<file path="config.mk">
export PLATFORM = sky130hd
export DESIGN_NAME = bert_sequencer
export DESIGN_NICKNAME = d
export VERILOG_FILES = /design/src/rtl/bert_sequencer.sv
export SDC_FILE = /design/constraint.sdc
export NUM_CORES = 1
export LEC_CHECK = 0
export ABC_AREA = 1
export CAP_MARGIN = 40
export CORE_AREA = 2 2 136 138
export CTS_BUF_LIST = sky130_fd_sc_hd__clkbuf_8 sky130_fd_sc_hd__clkbuf_16
export DETAILED_ROUTE_END_ITERATION = 8
export DIE_AREA = 0 0 138 140
export PLACE_DENSITY = 0.86
export SYNTH_ARGS = -nofsm -noshare
export SYNTH_HDL_FRONTEND = slang
export SYNTH_SLANG_ARGS = --single-unit
</file>
<file path="constraint.sdc">
create_clock -name clock -period 3.6 [get_ports clock]
set_clock_uncertainty 0.2 [all_clocks]
set_input_delay 0.72 -clock clock [delete_from_list [all_inputs] [get_ports clock]]
set_output_delay 0.72 -clock clock [all_outputs]
set_load 0.01 [all_outputs]
</file>
<file path="src/rtl/bert_sequencer.sv">
// BERT run sequencer: clears the checker, waits for lock with a timeout, then
// counts received words and error bits over a configured window.
module bert_sequencer #(
  parameter int unsigned CNT_W = 32,
  parameter int unsigned TO_W  = 16
) (
  input  logic             clock,
  input  logic             reset,
  input  logic             start,
  input  logic             abort,
  input  logic             sel_cfg,
  input  logic [CNT_W-1:0] win_len,
  input  logic [TO_W-1:0]  sync_to,
  input  logic             lock,
  input  logic             err_valid,
  input  logic [7:0]       err_word,
  output logic             sel,
  output logic             gen_en,
  output logic             chk_clr,
  output logic             busy,
  output logic             done,
  output logic             fail,
  output logic [CNT_W-1:0] word_count,
  output logic [CNT_W-1:0] err_total,
  output logic [2:0]       state
);

  typedef enum logic [2:0] {
    S_IDLE    = 3'd0,
    S_CLEAR   = 3'd1,
    S_SYNC    = 3'd2,
    S_MEASURE = 3'd3,
    S_DONE    = 3'd4,
    S_FAIL    = 3'd5
  } state_e;

  localparam logic [CNT_W-1:0] CNT_ONE = CNT_W'(1);
  localparam logic [TO_W:0]    TO_ONE  = (TO_W+1)'(1);

  state_e           state_q, state_d;
  logic             sel_q, sel_d;
  logic [CNT_W-1:0] win_q, win_d;
  logic [TO_W-1:0]  to_lim_q, to_lim_d;
  logic [TO_W-1:0]  to_cnt_q, to_cnt_d;
  logic [CNT_W-1:0] word_cnt_q, word_cnt_d;
  logic [CNT_W-1:0] err_tot_q, err_tot_d;
  logic             gen_en_q, chk_clr_q, busy_q, done_q, fail_q;
  logic             gen_en_d, chk_clr_d, busy_d, done_d, fail_d;

  logic [3:0]       pop;
  logic [CNT_W:0]   err_sum;
  logic [CNT_W-1:0] err_sat;
  logic [CNT_W-1:0] word_inc;
  logic [TO_W:0]    to_inc;

  always_comb begin
    pop = '0;
    for (int unsigned i = 0; i < 8; i++) begin
      pop = pop + {3'b000, err_word[i]};
    end
  end

  // One extra bit catches the carry so the total clamps instead of wrapping.
  assign err_sum  = {1'b0, err_tot_q} + {{(CNT_W-3){1'b0}}, pop};
  assign err_sat  = err_sum[CNT_W] ? '1 : err_sum[CNT_W-1:0];
  assign word_inc = word_cnt_q + CNT_ONE;
  assign to_inc   = {1'b0, to_cnt_q} + TO_ONE;

  always_comb begin
    state_d    = state_q;
    sel_d      = sel_q;
    win_d      = win_q;
    to_lim_d   = to_lim_q;
    to_cnt_d   = to_cnt_q;
    word_cnt_d = word_cnt_q;
    err_tot_d  = err_tot_q;

    case (state_q)
      S_IDLE, S_DONE, S_FAIL: begin
        if (start && !abort) begin
          sel_d      = sel_cfg;
          win_d      = win_len;
          to_lim_d   = sync_to;
          word_cnt_d = '0;
          err_tot_d  = '0;
          state_d    = S_CLEAR;
        end
      end
      S_CLEAR: begin
        if (abort) begin
          state_d = S_IDLE;
        end else begin
          to_cnt_d = '0;
          state_d  = S_SYNC;
        end
      end
      S_SYNC: begin
        if (abort) begin
          state_d = S_IDLE;
        end else if (lock) begin
          state_d = (win_q == '0) ? S_DONE : S_MEASURE;
        end else if (to_inc >= {1'b0, to_lim_q}) begin
          // Fires on the increment that reaches the limit; a zero limit fails after one cycle.
          state_d = S_FAIL;
        end else begin
          to_cnt_d = to_inc[TO_W-1:0];
        end
      end
      S_MEASURE: begin
        if (abort) begin
          state_d = S_IDLE;
        end else if (!lock) begin
          state_d = S_FAIL;
        end else if (err_valid) begin
          word_cnt_d = word_inc;
          err_tot_d  = err_sat;
          if (word_inc == win_q) begin
            state_d = S_DONE;
          end
        end
      end
      default: state_d = S_IDLE;
    endcase
  end

  // Flag outputs are decoded from the next state so they are registered
  // and line up with the state register.
  always_comb begin
    gen_en_d  = (state_d == S_SYNC) || (state_d == S_MEASURE);
    chk_clr_d = (state_d == S_CLEAR);
    busy_d    = (state_d == S_CLEAR) || (state_d == S_SYNC) || (state_d == S_MEASURE);
    done_d    = (state_d == S_DONE);
    fail_d    = (state_d == S_FAIL);
  end

  always_ff @(posedge clock or negedge reset) begin
    if (!reset) begin
      state_q    <= S_IDLE;
      sel_q      <= 1'b0;
      win_q      <= '0;
      to_lim_q   <= '0;
      to_cnt_q   <= '0;
      word_cnt_q <= '0;
      err_tot_q  <= '0;
      gen_en_q   <= 1'b0;
      chk_clr_q  <= 1'b0;
      busy_q     <= 1'b0;
      done_q     <= 1'b0;
      fail_q     <= 1'b0;
    end else begin
      state_q    <= state_d;
      sel_q      <= sel_d;
      win_q      <= win_d;
      to_lim_q   <= to_lim_d;
      to_cnt_q   <= to_cnt_d;
      word_cnt_q <= word_cnt_d;
      err_tot_q  <= err_tot_d;
      gen_en_q   <= gen_en_d;
      chk_clr_q  <= chk_clr_d;
      busy_q     <= busy_d;
      done_q     <= done_d;
      fail_q     <= fail_d;
    end
  end

  assign state      = state_q;
  assign sel        = sel_q;
  assign gen_en     = gen_en_q;
  assign chk_clr    = chk_clr_q;
  assign busy       = busy_q;
  assign done       = done_q;
  assign fail       = fail_q;
  assign word_count = word_cnt_q;
  assign err_total  = err_tot_q;

endmodule

</file>
---- Yosys cells after proc, flatten, opt, wreduce, memory -nomap -nowiden ----
Index checks and enable logic that the tools add are counted.
operators by class
  reductions and logical operators ........ 13
  multiplexer cells ....................... 26
  add/subtract/negate cells ............... 10
  equal/unequal tests ..................... 19
  order comparisons ....................... 1
operators with widths
  cell                   count
  $mux 32                8
  $pmux 32 s2            2
  $mux 16                4
  $add 32x4->33          1
  $add 32x1->32 const B  1
  $eq 32x32->1           1
  $logic_not 32->1       1
  $pmux 16 s2            1
  $mux 3                 9
  $add 16x1->17 const B  1
  $ge 17x16->1           1
  $add 4x1->4            4
  $ne 2x2->1 const B     8
  $eq 3x2->1 const B     4
  $eq 3x3->1 const B     4
  $pmux 3 s4             1
  $reduce_and 5->1       2
  $eq 3x1->1 const B     2
  $add 3x1->4            1
  $reduce_bool 2->1      2
  $add 2x1->3            1
  $logic_not 3->1        1
  $logic_or 1x1->1       3
  $reduce_or 3->1        1
  5 further kinds        5
word-level totals
  register bits ........................... 137
  input bits .............................. 63

---- Longest topological paths before layout ----
  depth in word-level cells ............... 13
  depth in mapped cells ................... 25
  gate-level depth less buffers ........... 25

---- Least setup slack after synthesis ----
Ideal clock, no wire load.
  path type ............................... input port to flip-flop
  from .................................... input port err_word[0]
  to ...................................... register err_tot_q[25], in the netlist err_total[25]
  cell stages on the path ................. 18
  slack ................................... -1028 ps
  path buffers ............................ 1
  setup time .............................. 141 ps
  arrival ................................. 4287 ps
  cells stage by stage .................... fa_1 inv_1 fa_1 fa_1 inv_1 fa_1 fa_1 a31oi_1 nor3_2 nand3_1 nor2_2 nand4_1 nor2_2 nand2_1 inv_2 buf_2 nor3_1 o22ai_1
between the ends
  longest elaborated chain between the ends .. 13
ends and longest elaborated chain
  item                      line  RTL
  from (decl)               16    input logic [7:0] err_word,
  $add 1x1->2               59    pop = pop + {3'b000, err_word[i]};
  $add 2x1->3               59
  $add 3x1->4               59
  $add 4x1->4 (4 in a row)  59
  $add 32x4->33             64    assign err_sum = {1'b0, err_tot_q} + {{(CNT_W-3){1'b0}}, pop};
  $mux 32                   65    assign err_sat = err_sum[CNT_W] ? '1 : err_sum[CNT_W-1:0];
  $mux 32                   114   end else if (err_valid) begin
  $mux 32                   112   end else if (!lock) begin
  $mux 32                   110   if (abort) begin
  $pmux 32 s2               78    case (state_q)
  to (signal assigned)      157   err_tot_q <= err_tot_d;
  to (decl)                 46    logic [CNT_W-1:0] err_tot_q, err_tot_d;
Every way passes these cells. The select of a mux whose other input is x is not followed.
A chain may end at the register's enable or synchronous reset.

---- Worst setup path in the final report ----
  from .................................... input port err_word[3]
  to ...................................... register err_tot_q[31], in the netlist err_total[31]
between the ends
  longest elaborated chain between the ends .. 11
ends and longest elaborated chain
  item                      line
  $add 3x1->4               59
  $add 4x1->4 (4 in a row)  59
  $add 32x4->33             64
  $mux 32                   65
  $mux 32                   114
  $mux 32                   112
  $mux 32                   110
  $pmux 32 s2               78
Every way passes these cells. The select of a mux whose other input is x is not followed.

==> summary.md <==
| Metric | Value |
|---|---|
| Run status | `complete, but fails checks` |
| Failing checks | `setup timing` |
| Total grt overflow | `0` |
| Sw Share | `36.2%` |
| Worst Path Arrival | `4310 ps` |
| Power Density | `496 nW/um^2` |
| CP peak stage delay | `540 ps` |
| Int Pwr | `3810 uW` |
| Post-Syn Nets | `1325` |
| Port bufs | `135` |
| Die Y | `140 microns` |
| P&R area growth vs syn | `38.1%` |
| First-pass GRT wire length | `44200 microns` |
| Final slew viol count | `0` |
| Wirelength per Cell | `17.1 microns` |
| Most frequent cell on the critical path | `fa_1` |
| Comb pwr share | `34.2%` |
| Synth area leader | `dfrtp_1` |
| DRC violation count after routing | `0` |
| P_sw | `2160 uW` |
| CP Max Fanout | `5` |
| Routed WL | `28700 microns` |
| Post-synth top cells | `nand2_1 (349), inv_1 (184), dfrtp_1 (137)` |
| Initial DRC count | `876` |
| Hold crit path type | `in -> async` |
| Sequential share of the synthesized area | `39.3%` |
| Post-synth ARST share | `100%` |
| Gpl congestion | `0.952` |
| Delay-heaviest family, CP | `adder cells` |
| Post-Syn Area | `8720 sq um` |
| Peak Freq | `240 MHz` |
| Clock Path Buffers | `2` |
| Final Instance Area | `12000 sq um` |
| Die width | `138 microns` |
| ANT cells | `0` |
| Crit path capture type | `flip-flop` |
| Dpl ws | `-1370 ps` |
| Root Driver | `clkbuf_16` |
| Core Rows | `49` |
| Largest net degree at the start of global routing | `64` |
| Vias in the first global route | `9100` |
| FILL cells | `1282` |
| CP Depth | `19` |
| Final worst setup slack | `-564 ps` |
| Worst vdd ir | `415 uV` |
| Clk pwr share | `31.2%` |
| Synthesized instance count | `1233` |
| Tcrit/Tclk final | `116%` |
| Cell Chain, Critical Path | `buf_6, fa_1, inv_2, fa_1, fa_1, inv_2, fa_2, fa_2, a31oi_4, nor3_2, nand3_1, nor2_2, nand4_1, nor2_2, nand2_4, buf_6, nand3_1, nand2_1, o21ai_1` |
| Buf+Inv Stages, Crit Path | `4` |
| Via count | `9499` |
| CP Launch Type | `primary input` |
| Critical path class | `in -> reg` |
| Die ar. | `19300 sq um` |
| Syn. warnings | `0` |
| Detailed Routing Iterations Pass 1 | `7` |
| Final hold violation count | `0` |
| Final setup fails | `55` |
| CTS Sinks | `137` |
| CTS tree | `yes` |
| Reg power frac | `34.6%` |
| Seq cells post-synth | `137` |
| LEAKAGE | `0.00548 uW` |
| Worst-path clk slew | `60 ps` |
| Tmin final | `4160 ps` |
| Core area | `17800 sq um` |
| Fin Setup TNS | `-23680 ps` |
| # IOs | `136` |
| Critical Path RT | `3750 ps` |
| Yosys cell types | `37` |
| Rel. slew slack | `50.7%` |
| DR vias/cell | `5.67` |
| NumNets Final | `1526` |
| Post-synth EDFFs | `0` |
| H-tree depth | `4` |
| CTS Buf Count | `17` |
| Placed cell areas | `10600 sq um` |
| Total GRT Usage | `28.3%` |
| Share of cells above drive strength 1 | `15.5%` |
| Synth top area cells | `dfrtp_1 (39%), nand2_1 (15%), inv_1 (7.9%)` |
| Most common cell in the synthesized netlist | `nand2_1` |
| Starting Density | `49.0%` |
| Clock Latency Late Sink | `430 ps` |
| Synth top area share | `39.3%` |
| Unrepaired setup endpoints after global routing | `true` |
| Crit-path slowest cell | `fa_1` |
| Worst Reg-to-Reg Cells | `25` |
| Initial antenna violation count | `0` |
| # Max-Cap Violations | `0` |
| Worst-Margin Slew | `734 ps` |
| Syn_area_per_cell | `7.07 sq um` |
| Routed Antenna Nets | `0` |
| Post-DP HPWL | `18700 microns` |
| Top FF cell, synth | `dfrtp_1` |
| Layout Utilization | `67.7%` |
[layer usage]
metal  up-vias  track usage [%]  wire [microns]
met5         -                0               0
met4         0             13.8            1560
met3       132             4.92            2260
met2       502             49.1           14300
met1      4482             34.1           10600
li1       4383                -               -
[worst register-to-register path, stage by stage (launching register included)]
cell and delay (ps):
dfrtp_2 430, nand3_2 110, nor3_2 180, inv_1 70, nor2_1 140, inv_1 90, buf_4 130, buf_4 120
buf_4 120, buf_4 130, o21ai_1 210, nand2_1 140, inv_2 100, ha_1 140, nand2_1 70, nor3_1 220
nor3b_1 310, nand4_1 210, buf_4 200, nand4_1 120, nand2_1 70, nand2_1 80, nand2_1 90, nand2_2 80
a21oi_4 50, nor3_2 170
[kinds of logic after synthesis]
group / Yosys count / synth area share [%]
flip-flops: 137 / 39.3
XOR/XNOR: 37 / 4.03
adder cells (fa/ha/maj): 29 / 4.59
buffers and inverters: 216 / 9.35
AO/OA/AOI/OAI: 171 / 10.3
AND/OR/NAND/NOR: 643 / 32.4
[what timing repair did]
action,CTS,global route
gates cloned,5,0
setup endpoints to repair,53,55
pin swaps,32,51
buffers inserted,18,16
hold buffers,0,0
resized for setup,79,70
[per-stage QoR]
step | power [uW] | instances | hold slack, ps
2_1_floorplan | 3080 | 1233 | 224
3_3_place_gp | 3660 | 1610 | 253
3_5_place_dp | 3730 | 1610 | 270
4_1_cts | 5720 | 1664 | 95.0
5_1_grt | 6280 | 1676 | 124
6_report | 5980 | 1676 | 82.8
[final cells by class]
class	count	area (sq um)	area share (%)
repair inverters	2	12.5	0.104
repair buffers	209	2010	16.7
flip-flops and latches	137	3430	28.5
clock inverters	11	144	1.20
clock buffers	21	480	3.99
well taps	229	287	2.38
inverters	187	714	5.93
multi-input cells	880	4960	41.2
[path summary, 6_finish.rpt]
kind	startpoint	endpoint	slack, ps
hold reg to reg	sel	sel	280
setup / recovery	err_word[3]	err_total[31]	-560
max in group asynchronous	reset	win_q[29]	2350
min in group clock	sel	sel	280
setup reg to reg	to_cnt_q[0]	done	-470
hold / removal	reset	chk_clr	80
[sequential cells by signal, indices dropped and copies added (netlist names), 3 cells and up]
register and cells:
to_lim_q 16, win_q 32, state 3, to_cnt_q 16
err_total 32, word_count 32
[power groups by stage]
stage               registers, uW  logic (uW)  clock network [uW]
floorplan                    2020        1060                   0
global placement             2060        1600                   0
detailed placement           2070        1660                   0
CTS                          2050        1810                1860
global route                 2090        2240                1950
finish                       2070        2050                1860
[cells in the final DEF, fill, tap and decap left out, types with 4 or more instances in the layout]
master           count
inv_2                7
nand3_1             81
nand3b_1             4
ha_4                 4
o21ai_2              9
xor2_1              31
nand2_1            339
nor3_1              12
nand3_2             26
o21ai_0             66
clkdlybuf4s50_1    131
clkinvlp_4           4
clkbuf_16           17
ha_1                20
nor2_2              12
nand2_4              4
clkbuf_8             4
buf_6                9
nor3_2               8
a21oi_1             10
dfrtp_1            136
o22ai_1             22
nand4_1             28
buf_4               60
nor4_1               9
o21ai_1             52
buf_12               4
nand2_2             11
nor2_4               8
inv_1              177
nor2_1              90
Note: power is estimated with default switching activity, not from simulation.
